[src/rtl/ac_motor_ramp_ctrl.sv]
// AC motor ramp controller: soft-starts, soft-stops and reverses a
// sine-PWM drive by stepping frequency/amplitude words on carrier locks.
module ac_motor_ramp_ctrl #(
   parameter int FREQ_STEP = 1,
   parameter int AMP_STEP  = 16,
   parameter int PRESCALE  = 4,
   parameter int DIR_HOLD  = 8
) (
   input  logic        clk,
   input  logic        rst_n,
   input  logic        start,
   input  logic        stop,
   input  logic        dir_cmd,
   input  logic [11:0] target_freq,
   input  logic [11:0] target_amp,
   input  logic        lock,
   output logic [11:0] frequency,
   output logic [11:0] amplitude,
   output logic        cw,
   output logic        ccw,
   output logic        enable,
   output logic        busy,
   output logic [2:0]  state
);

   localparam int LW = $clog2(PRESCALE + 1);
   localparam int HW = $clog2(DIR_HOLD + 1);
   localparam logic [11:0] FS = 12'(FREQ_STEP);
   localparam logic [11:0] AS = 12'(AMP_STEP);
   localparam logic [LW-1:0] LOCK_LAST = LW'(PRESCALE - 1);
   localparam logic [HW-1:0] HOLD_LAST = HW'(DIR_HOLD - 1);

   typedef enum logic [2:0] {
      IDLE = 3'd0,
      RAMP = 3'd1,
      RUN  = 3'd2,
      DOWN = 3'd3,
      HOLD = 3'd4
   } state_t;

   state_t        state_q, state_nx;
   logic [11:0]   freq_q, freq_nx;
   logic [11:0]   amp_q, amp_nx;
   logic          dir_q, dir_nx;
   logic          stop_pend, stop_nx;
   logic [HW-1:0] hold_cnt, hold_nx;
   logic [LW-1:0] lock_cnt;
   logic          tick;
   logic          at_target;
   logic          at_zero;
   logic          abort;

   // Move cur toward tgt by at most step, never passing tgt.
   function automatic logic [11:0] toward(
      input logic [11:0] cur,
      input logic [11:0] tgt,
      input logic [11:0] step
   );
      logic [11:0] d;
      if (tgt > cur) begin
         d = tgt - cur;
         return cur + ((d > step) ? step : d);
      end
      d = cur - tgt;
      return cur - ((d > step) ? step : d);
   endfunction

   // Decrease cur by at most step, saturating at zero.
   function automatic logic [11:0] down_sat(
      input logic [11:0] cur,
      input logic [11:0] step
   );
      return (cur > step) ? cur - step : 12'd0;
   endfunction

   assign tick      = lock && (state_q != IDLE) && (lock_cnt == LOCK_LAST);
   assign at_target = (freq_q == target_freq) && (amp_q == target_amp);
   assign at_zero   = (freq_q == 12'd0) && (amp_q == 12'd0);
   assign abort     = stop || (dir_cmd != dir_q);

   // Lock prescaler: counts carrier locks, idles at zero when stopped.
   always_ff @(posedge clk or negedge rst_n) begin
      if (!rst_n) begin
         lock_cnt <= '0;
      end else if (state_q == IDLE) begin
         lock_cnt <= '0;
      end else if (lock) begin
         lock_cnt <= tick ? '0 : lock_cnt + 1'b1;
      end
   end

   // State and datapath registers.
   always_ff @(posedge clk or negedge rst_n) begin
      if (!rst_n) begin
         state_q   <= IDLE;
         freq_q    <= '0;
         amp_q     <= '0;
         dir_q     <= 1'b0;
         stop_pend <= 1'b0;
         hold_cnt  <= '0;
      end else begin
         state_q   <= state_nx;
         freq_q    <= freq_nx;
         amp_q     <= amp_nx;
         dir_q     <= dir_nx;
         stop_pend <= stop_nx;
         hold_cnt  <= hold_nx;
      end
   end

   // Next-state and ramp arithmetic.
   always_comb begin
      state_nx = state_q;
      freq_nx  = freq_q;
      amp_nx   = amp_q;
      dir_nx   = dir_q;
      stop_nx  = stop_pend;
      hold_nx  = hold_cnt;
      case (state_q)
         IDLE: begin
            stop_nx = 1'b0;
            hold_nx = '0;
            if (start && !stop && target_freq != 12'd0) begin
               state_nx = RAMP;
               dir_nx   = dir_cmd;
            end
         end
         RAMP: begin
            if (abort) begin
               state_nx = DOWN;
               stop_nx  = stop_pend | stop;
            end else begin
               if (tick) begin
                  freq_nx = toward(freq_q, target_freq, FS);
                  amp_nx  = toward(amp_q, target_amp, AS);
               end
               if (at_target) state_nx = RUN;
            end
         end
         RUN: begin
            if (abort) begin
               state_nx = DOWN;
               stop_nx  = stop_pend | stop;
            end else if (!at_target) begin
               state_nx = RAMP;
            end
         end
         DOWN: begin
            stop_nx = stop_pend | stop;
            if (at_zero) begin
               hold_nx = '0;
               if (stop_pend) begin
                  state_nx = IDLE;
                  stop_nx  = 1'b0;
               end else begin
                  state_nx = HOLD;
               end
            end else if (tick) begin
               freq_nx = down_sat(freq_q, FS);
               amp_nx  = down_sat(amp_q, AS);
            end
         end
         HOLD: begin
            if (stop) begin
               state_nx = IDLE;
               hold_nx  = '0;
            end else if (lock) begin
               if (hold_cnt == HOLD_LAST) begin
                  state_nx = RAMP;
                  dir_nx   = dir_cmd;
                  hold_nx  = '0;
               end else begin
                  hold_nx = hold_cnt + 1'b1;
               end
            end
         end
         default: begin
            state_nx = IDLE;
         end
      endcase
   end

   assign enable    = (state_q == RAMP) || (state_q == RUN) ||
                      (state_q == DOWN);
   assign cw        = enable & dir_q;
   assign ccw       = enable & ~dir_q;
   assign busy      = (state_q != IDLE);
   assign state     = state_q;
   assign frequency = freq_q;
   assign amplitude = amp_q;

endmodule

[config.mk]
export PLATFORM = sky130hd
export DESIGN_NAME = ac_motor_ramp_ctrl
export DESIGN_NICKNAME = d
export VERILOG_FILES = /design/src/rtl/ac_motor_ramp_ctrl.sv
export SDC_FILE = /design/constraint.sdc
export NUM_CORES = 1
export LEC_CHECK = 0
export ABC_CLOCK_PERIOD_IN_PS = 7100
export CAP_MARGIN = 20
export CORE_ASPECT_RATIO = 1.1
export CORE_MARGIN = 1
export CORE_UTILIZATION = 57
export CTS_CLUSTER_DIAMETER = 80
export DETAILED_ROUTE_END_ITERATION = 6
export PLACE_DENSITY = 0.88
export RECOVER_POWER = 100
export SLEW_MARGIN = 20
export SYNTH_ARGS = -nofsm -noshare
export SYNTH_HDL_FRONTEND = slang
export SYNTH_SLANG_ARGS = --single-unit
export TNS_END_PERCENT = 5
[constraint.sdc]
create_clock -name clk -period 7.1 [get_ports clk]
set_clock_uncertainty 0.15 [all_clocks]
set_input_delay 2.13 -clock clk [delete_from_list [all_inputs] [get_ports clk]]
set_output_delay 2.13 -clock clk [all_outputs]
set_load 0.02 [all_outputs]
; Yosys cells after proc, flatten, opt, wreduce, memory -nomap -nowiden
; Cells that the tools add are included.
[totals]
word_cells = 136
output_inout_bits = 31
ff_bits = 36
in_bits = 30
[op_classes]
magnitude_cmp = 8
mux = 56
n_eq_ne = 23
addsub = 12
n_reduce_logical = 26
bitwise_logic = 4
[op_table]
columns = cell, count
row1 = 2-to-1 mux 12 bit, 18
row2 = subtractor 12 bit, 6
row3 = one-hot mux 12 bit (2 select lines), 2
row4 = 2-to-1 mux 3 bit, 13
row5 = > comparator 12 x 1 -> 1 bit (second input constant), 3
row6 = > comparator 12 x 5 -> 1 bit (second input constant), 3
row7 = adder 12 bit, 2
row8 = equality test 12 bit, 2
row9 = > comparator 12 bit, 2
row10 = logical NOT 12 bit, 2
row11 = 2-to-1 mux 4 bit, 4
row12 = inequality test 2 bit (second input constant), 8
row13 = 2-to-1 mux 1 bit, 15
row14 = one-hot mux 3 bit (5 select lines), 1
row15 = inequality test 3 bit (second input constant), 4
row16 = one-hot mux 4 bit (3 select lines), 1
row17 = nonzero test 12 bit, 1
row18 = subtractor 12 x 1 -> 12 bit (second input constant), 1
row19 = subtractor 12 x 5 -> 12 bit (second input constant), 1
row20 = AND reduction 5 bit, 2
row21 = equality test 3 x 2 -> 1 bit (second input constant), 3
row22 = nonzero test 3 bit, 3
row23 = logical AND 1 bit, 6
row24 = AND reduction 6 bit, 1
row25 = other kinds (19), 25

; Logic depth before layout (Yosys ltp)
; Gate-level depths: netlist of run 1.
[depth]
ltp_word = 10
mapped_depth = 25

; Worst setup path after synthesis of run 1
; OpenSTA, ideal clock, no wires.
[synth_timing]
path_type = input port to flip-flop
from = input port target_amp[0]
to = register amp_q[11] (netlist: amplitude[11])
t_arrival_ns = 6.686
t_required_ns = 6.849
stages = 23
path_buffers = 0
path_slack_ns = 0.163
setup_time_ns = 0.101
cell_sequence = inv_1 ha_1 fa_1 xor2_1 o211ai_1 nor3_1 a31oi_1 or4_1 nor3_1 nand2b_1 ha_1 a22o_1 inv_1 ha_1 nor2b_1 o31a_1 o211ai_1 nand2_1 a41o_1 o41ai_1 o21ai_0 and2_1 o311ai_2
[synth_between]
elab_chain_len = 9
[synth_lines]
columns = item, line_no
row1 = start: declaration, 15  ; input logic [11:0] target_amp,
row2 = subtractor 12 bit / > comparator 12 bit (equally long branches), "61, 60"
row3 = > comparator 12 x 5 -> 1 bit / 2-to-1 mux 1 bit (equally long branches), "62, 60"
row4 = 2-to-1 mux 12 bit / 2-to-1 mux 1 bit (equally long branches), "62, 133"
row5 = adder 12 bit / 2-to-1 mux 1 bit (equally long branches), "62, 129"
row6 = 2-to-1 mux 12 bit / 2-to-1 mux 1 bit (equally long branches), "60, 119"
row7 = 2-to-1 mux 12 bit (*), 64  ; d = cur - tgt;
row8 = 2-to-1 mux 12 bit (*), 133  ; if (tick) begin
row9 = 2-to-1 mux 12 bit (*), 129  ; if (abort) begin
row10 = one-hot mux 12 bit (2 select lines) (*), 119  ; case (state_q)
row11 = end signal: assignment, 104  ; amp_q <= amp_nx;
row12 = end: declaration, 43  ; logic [11:0] amp_q, amp_nx;
; Every way passes the cells marked *; elsewhere a longest branch is shown, timed or not. The select of a mux whose other input is x is not followed.
; A chain may end at the register's enable or synchronous reset.

; Final worst setup path of run 1
[layout_timing]
from = input port target_freq[2]
to = register freq_q[11] (netlist: frequency[11])
[layout_between]
elab_chain_len = 9
[layout_lines]
columns = item, line_no
row1 = start: declaration, 14  ; input logic [11:0] target_freq,
row2 = subtractor 12 bit / > comparator 12 bit (equally long branches), "61, 60"
row3 = > comparator 12 x 1 -> 1 bit / 2-to-1 mux 1 bit (equally long branches), "62, 60"
row4 = 2-to-1 mux 12 bit / 2-to-1 mux 1 bit (equally long branches), "62, 133"
row5 = adder 12 bit / 2-to-1 mux 1 bit (equally long branches), "62, 129"
row6 = 2-to-1 mux 12 bit / 2-to-1 mux 1 bit (equally long branches), "60, 119"
row7 = 2-to-1 mux 12 bit (*), 64
row8 = 2-to-1 mux 12 bit (*), 133
row9 = 2-to-1 mux 12 bit (*), 129
row10 = one-hot mux 12 bit (2 select lines) (*), 119
row11 = end signal: assignment, 103  ; freq_q <= freq_nx;
row12 = end: declaration, 42  ; logic [11:0] freq_q, freq_nx;
; Marked as above.

==> impl_metrics.env, run 1 <==
export IMPL_status="complete, but fails checks"
export IMPL_violations="design-rule violations, max-capacitance violations, max-slew violations"
export IMPL_yosys_top_cells_count="ha_1 (76), inv_1 (72), nor2_1 (67)"
export IMPL_multiInputGateArea_sq_um=4885
export IMPL_pwr_share_comb_pct=81.8
export IMPL_setup_violations=0
export IMPL_clk_pin_slew_ps=70
export IMPL_r2r_slack_ps=1670
export IMPL_die_w_microns=99.16
export IMPL_syn_area_per_cell_sq_um=7.407
export IMPL_drt_first_pass_iters=7
export IMPL_ios=61
export IMPL_core_rowCount=38
export IMPL_ys_types=69
export IMPL_required_ps=7090
export IMPL_reg2reg_depth=23
export IMPL_finalNetCount=1105
export IMPL_power_frac_clock_pct=4.8
export IMPL_drive_gt1_share_pct=23.46
export IMPL_yosysTopAreaCellShare_pct=16.07
export IMPL_synth_area_leader_cell="ha_1"
export IMPL_hold_path_class="reg -> reg"
export IMPL_startpoint="target_freq[2]"
export IMPL_ys_seq_area_share_pct=15.22
export IMPL_avgRoutedWirePerCell_microns=18.89
export IMPL_holdWs_ps=310.5
export IMPL_area_delta_synth_final_pct=36.85
export IMPL_drv_slew=37
export IMPL_cts_buffers=5
export IMPL_hold_viol=0
export IMPL_ys_async_sr_fraction_pct=100.0
export IMPL_nFillCells=653
export IMPL_cp_end_kind="flip-flop"
export IMPL_vias=7265
export IMPL_die_y_microns=108.9
export IMPL_crit_type="in -> reg"
export IMPL_period_share_pct=97.92
export IMPL_diodes=0
export IMPL_finalSetupTns_ps=0
export IMPL_clock_root_buffer="clkbuf_8"
export IMPL_wl_microns=21020
export IMPL_pre_cts_ws_ps=-671.1
export IMPL_ys_flop_type="dfrtp_1"
export IMPL_detail_route_iter0_violations=686
export IMPL_p_seq_share_pct=13.4
export IMPL_gp_congestion=1.018
export IMPL_p_per_area_nw_per_um2=363.4
export IMPL_hold_buffers=0
export IMPL_power_leakage_nw=3.785
export IMPL_setup_slack_ps=147.5
export IMPL_worstPathMaxFanout=5
export IMPL_max_freq_mhz=143.8
export IMPL_grt_usage_pct=37.17
export IMPL_vias_per_cell=6.527
export IMPL_syn_nets=911
export IMPL_grt_max_degree=37
export IMPL_synth_edf_count=0
export IMPL_final_core_util_pct=81.12
export IMPL_synthTopCellsByArea="ha_1 (16%), dfrtp_1 (15%), o21ai_0 (5.5%), a21oi_1 (4.9%), inv_1 (4.6%)"
export IMPL_tightestPinTransition_ps=2001
export IMPL_internal_power_mw=1.435
export IMPL_initial_utilization_pct=59.27
export IMPL_netlist_area_sq_um=5918
export IMPL_synthCells=799
export IMPL_start_kind="primary input"
export IMPL_clock_sinks=36
export IMPL_finalPower_mw=2.943
export IMPL_route_detailed_drc=5
export IMPL_worstPathArrival_ps=6940
export IMPL_regArea_sq_um=900.9
export IMPL_cts_tree="built"
export IMPL_slew_headroom_pct=-33.37
export IMPL_yosys_warnings=0
export IMPL_grt_setup_unrepaired="yes"
export IMPL_clock_latency_ps=290
export IMPL_h_tree_depth=2
export IMPL_r2r_end="amplitude[11]$_DFFE_PN0P_"
export IMPL_port_buffers=60
export IMPL_fp_dieArea_sq_um=10800
export IMPL_antenna_found_initial=0
export IMPL_first_global_vias=6851
export IMPL_fin_crit_ps=6952
export IMPL_grt_pass1_wl_microns=31970
export IMPL_switching_share_pct=51.24
export IMPL_dp_hpwl_microns=15690
export IMPL_max_cap_violations=1
export IMPL_ir_worst_vdd_uv=216.7
export IMPL_r2r_start="amplitude[1]$_DFFE_PN0P_"
export IMPL_critPathCapture="frequency[11]$_DFFE_PN0P_"
export IMPL_overflow=0
export IMPL_yosysMostFrequentCell="ha_1"
export IMPL_synth_seq_cells=36
export IMPL_core_area_sq_um=9985
export IMPL_clk_path_buf_depth=2
export IMPL_ant_nets=0
export IMPL_p_switching_mw=1.508
## how the worst min path moves through the flow
stage | end | depth (start not counted) | start | slack [ps]
floorplan | state[2]$_DFFE_PN0P_ | 1 | stop_pend$_DFFE_PN0P_ | 280
global placement | state[2]$_DFFE_PN0P_ | 1 | stop_pend$_DFFE_PN0P_ | 300
detailed placement | state[2]$_DFFE_PN0P_ | 1 | stop_pend$_DFFE_PN0P_ | 300
CTS | state[2]$_DFFE_PN0P_ | 1 | stop_pend$_DFFE_PN0P_ | 310
global route | state[2]$_DFFE_PN0P_ | 1 | stop_pend$_DFFE_PN0P_ | 350
finish | state[2]$_DFFE_PN0P_ | 1 | stop_pend$_DFFE_PN0P_ | 310
## power groups by stage
stage                     Combinational, mW  Clock (mW)  Sequential [mW]
after floorplan                        1.38           0            0.387
after global placement                 2.11           0            0.387
after detailed placement               2.20           0            0.389
after CTS                              2.27       0.141            0.386
after global routing                   2.58       0.151            0.403
final                                  2.41       0.142            0.395
## state kept, by name (all words and copies together), names as in the netlist
name,cells
amplitude,12
frequency,12
state,3
hold_cnt,4
stop_pend,1
dir_q,1
lock_cnt,3
## through the flow
step	cells	cell area, sq um
6_report	1113	8099
5_1_grt	1113	8099
4_1_cts	1107	7856
3_5_place_dp	1092	7611
3_3_place_gp	1092	7611
2_1_floorplan	799	5918
## timing repair
action / CTS / global route
resized for setup: 25 / 50
buffers inserted: 8 / 6
pin swaps: 27 / 38
gates cloned: 0 / 0
endpoints found under the setup margin: 6 / 9
## critical path, stage by stage
cell and delay [ps]:
clkdlybuf4s50_1 480, buf_4 170, ha_1 240, buf_4 170, a2111oi_1 390, a211o_1 200
o2111ai_1 100, or4_4 550, nor2_4 120, and3_4 200, ha_1 250, nand2_2 90
buf_4 100, ha_1 210, nor2b_1 140, o31a_1 280, o211ai_1 230, a21o_1 160
nand3_1 70, o211ai_1 110, xnor2_1 180, mux2i_1 250, o211ai_1 120
## metal layers
layer / wire (microns) / global-route usage [%] / vias up
li1: - / - / 3304
met1: 7741 / 41.55 / 3367
met2: 10320 / 67.23 / 463
met3: 1584 / 4.744 / 131
met4: 1377 / 23.63 / 0
met5: 0 / 0 / -
## placed cells by master (no fill, tap or decap), types with 8 or more instances in the layout
cell type	instances
a31oi_1	11
o211ai_1	12
nand2_1	48
o31ai_1	14
dlygate4sd3_1	26
nand2b_1	27
nand4_1	8
dfrtp_1	36
nor2_1	65
a211oi_1	9
inv_1	67
o21ai_0	59
o21a_1	14
a21oi_1	55
xnor2_1	23
nand3_1	18
buf_4	160
nor3_1	26
nor4_1	13
clkdlybuf4s50_1	25
o31a_1	8
a21o_1	17
ha_1	67
## area by class of cell
class,count,area share [%]
flip-flops and latches,36,11.12
multi-input cells,657,60.31
well taps,120,1.854
repair buffers,221,22.42
inverters,72,3.337
clock inverters,1,0.06180
clock buffers,6,0.8960
## kinds of logic after synthesis
kind of cell,share of synthesized area [%]
mux,1.607
other cells,0.06336
fa+ha+maj,18.10
buf+inv,7.209
xor+xnor,4.736
flops,15.22
compound gates,30.25
simple gates,22.81
No activity file was read; power rests on OpenSTA's default activity.
==> inputs of run 2 (changes only) <==
--- a/config.mk
+++ b/config.mk
@@ -9,10 +9,10 @@
 export CAP_MARGIN = 20
 export CORE_ASPECT_RATIO = 1.1
 export CORE_MARGIN = 1
-export CORE_UTILIZATION = 57
+export CORE_UTILIZATION = 59
 export CTS_CLUSTER_DIAMETER = 80
 export DETAILED_ROUTE_END_ITERATION = 6
-export PLACE_DENSITY = 0.88
+export PLACE_DENSITY = 0.85
 export RECOVER_POWER = 100
 export SLEW_MARGIN = 20
 export SYNTH_ARGS = -nofsm -noshare
==> run 2 against run 1 <==
Compared with the run above: critical path depth stayed put; non-clock buffer count fell by 35; critical endpoint is now amplitude[11]$_DFFE_PN0P_; the run ends with max-capacitance violations, max-slew violations left; register-to-register slack lost 120 ps; combinational power decreased by 3%; worst setup slack lost 55 ps; hold slack improved by 37 ps; first-iteration DRC count shrank 18%; sequential share of layout area increased by 0.44 points; clock-buffer cell count fell by 1; via count shrank 3.5%; core utilization is 0.61 points higher.
==> impl_metrics.env, run 2 (synthesis results as in run 1) <==
export IMPL_status="complete, but fails checks"
export IMPL_violations="max-capacitance violations, max-slew violations"
export IMPL_antenna_found_initial=0
export IMPL_p_switching_mw=1.495
export IMPL_drt_first_pass_iters=5
export IMPL_overflow=0
export IMPL_ant_nets=0
export IMPL_first_global_vias=6799
export IMPL_detail_route_iter0_violations=565
export IMPL_avgRoutedWirePerCell_microns=18.82
export IMPL_holdWs_ps=348.0
export IMPL_setup_violations=0
export IMPL_drv_slew=37
export IMPL_diodes=0
export IMPL_drive_gt1_share_pct=20.23
export IMPL_slew_headroom_pct=-40.57
export IMPL_dp_hpwl_microns=15450
export IMPL_ir_worst_vdd_uv=202.3
export IMPL_switching_share_pct=51.20
export IMPL_h_tree_depth=2
export IMPL_path_cells="dlygate4sd2_1 -> inv_2 -> fa_2 -> xor2_2 -> o211ai_1 -> nor3_2 -> a31oi_1 -> or4_4 -> buf_4 -> or3_4 -> nor3_2 -> a21oi_1 -> a21o_1 -> ha_1 -> o21a_1 -> o31a_1 -> o211ai_1 -> nand2_1 -> a41o_1 -> o41ai_4 -> or3_1 -> and2_4 -> o311ai_4"
export IMPL_required_ps=7160
export IMPL_layout_commonest_cell="buf_4"
export IMPL_crit_family="simple AND/OR/NAND/NOR gates"
export IMPL_path_buf_inv=3
export IMPL_finalNetCount=1070
export IMPL_internal_power_mw=1.425
export IMPL_worstPathArrival_ps=7070
export IMPL_max_cap_violations=1
export IMPL_final_area_sq_um=7794
export IMPL_p_per_area_nw_per_um2=374.6
export IMPL_start_kind="primary input"
export IMPL_die_y_microns=107.0
export IMPL_crit_type="in -> reg"
export IMPL_clock_sinks=36
export IMPL_grt_pass1_wl_microns=32170
export IMPL_p_seq_share_pct=13.5
export IMPL_hold_path_class="reg -> reg"
export IMPL_fp_dieArea_sq_um=10440
export IMPL_period_share_pct=98.69
export IMPL_clk_pin_slew_ps=90
export IMPL_hold_viol=0
export IMPL_placed_cell_area_sq_um=7330
export IMPL_clk_path_buf_depth=2
export IMPL_grt_usage_pct=38.43
export IMPL_core_rowCount=37
export IMPL_route_detailed_drc=0
export IMPL_final_cell_mix="buf_4 (125), ha_1 (67), inv_1 (66), nor2_1 (64), o21ai_0 (61)"
export IMPL_pwr_share_comb_pct=79.9
export IMPL_core_area_sq_um=9537
export IMPL_initial_utilization_pct=62.06
export IMPL_tightestPinTransition_ps=2108
export IMPL_cts_tree="built"
export IMPL_gp_congestion=0.9833
export IMPL_clock_root_buffer="clkbuf_8"
export IMPL_cts_buffers=5
export IMPL_multiInputGateArea_sq_um=4831
export IMPL_max_freq_mhz=142.7
export IMPL_power_leakage_nw=3.588
export IMPL_power_frac_clock_pct=6.6
export IMPL_cp_slowest_stage_delay_ps=570
export IMPL_vias_per_cell=6.518
export IMPL_grt_max_degree=40
export IMPL_cp_end_kind="flip-flop"
export IMPL_worstPathMaxFanout=9
export IMPL_regArea_sq_um=900.9
export IMPL_ios=61
export IMPL_vias=7013
export IMPL_cpMaxStageDelayCell="or4_4"
export IMPL_clock_latency_ps=320
export IMPL_wl_microns=20250
export IMPL_port_buffers=60
export IMPL_nFillCells=614
export IMPL_die_w_microns=97.50
export IMPL_finalSetupTns_ps=0
export IMPL_area_delta_synth_final_pct=31.69
export IMPL_fin_crit_ps=7007
==> run 2: changes by cell type in the layout (fill, tap and decap cells not counted), moves of 3 or more <==
| cell | change |
|---|---|
| buf_4 | -35 |
| nor2_2 | +3 |
| clkdlybuf4s50_1 | -6 |
| dlygate4sd2_1 | +3 |
| dlygate4sd3_1 | +6 |
| dlymetal6s2s_1 | -3 |
| o21ai_1 | -3 |
==> run 2: per-stage QoR <==
step | setup WS (ps) | std cells | power, mW | util, %
6_report | 92.86 | 1076 | 2.920 | 81.72
3_5_place_dp | -865.1 | 1052 | 2.518 | 76.86
5_1_grt | -68.57 | 1076 | 3.130 | 81.72
2_1_floorplan | 163.1 | 799 | 1.772 | -
4_1_cts | 1.817 | 1070 | 2.790 | 80.01
3_3_place_gp | -476.1 | 1052 | 2.433 | 76.86
==> run 2: power groups by stage <==
stage	Combinational, mW	Sequential, mW	Clock [mW]
after floorplan	1.38	0.387	0
after global placement	2.05	0.385	0
after detailed placement	2.13	0.390	0
after CTS	2.21	0.387	0.192
after global routing	2.53	0.399	0.198
final	2.33	0.393	0.193
==> run 2: layout make-up <==
class | count | share of cell area, %
timing repair buffer | 186 | 19.68
inverter | 72 | 3.468
multi-input combinational | 657 | 61.98
clock buffer | 5 | 0.8830
tap | 117 | 1.878
sequential | 36 | 11.56
clock inverter | 3 | 0.5458
==> run 2: routing by layer <==
metal	up-vias	wire [microns]	global-route usage, %
li1	3252	-	-
met1	3250	7437	41.55
met2	375	9608	66.08
met3	136	1399	6.128
met4	0	1800	32.14
met5	-	0	0
==> run 2: worst reg2reg max path: cells and delay by family (launching register included) <==
kind            cells  cell delay (ps)
simple gates        7             1980
fa+ha+maj           3              910
compound gates     10             1540
xor+xnor            1              230
buf+inv             1              160
flops               1              480
==> run 2: worst paths after layout <==
kind | cells after the start | slack, ps | to | from
setup / recovery | 23 | 90 | amplitude[11]$_DFFE_PN0P_ | target_amp[1]
hold / removal | 1 | 350 | state[2]$_DFFE_PN0P_ | stop_pend$_DFFE_PN0P_
setup reg to reg | 22 | 1550 | amplitude[11]$_DFFE_PN0P_ | amplitude[0]$_DFFE_PN0P_
hold reg to reg | 1 | 350 | state[2]$_DFFE_PN0P_ | stop_pend$_DFFE_PN0P_
max in group asynchronous | 1 | 3330 | amplitude[2]$_DFFE_PN0P_ | rst_n
min in group asynchronous | 1 | 2270 | lock_cnt[1]$_DFFE_PN0P_ | rst_n
==> run 2: what timing repair did <==
action / in CTS / in global routing
pin swaps: 23 / 24
hold buffers: 0 / 0
gates resized for setup: 31 / 33
buffers inserted: 10 / 6
endpoints found under the setup margin: 4 / 11
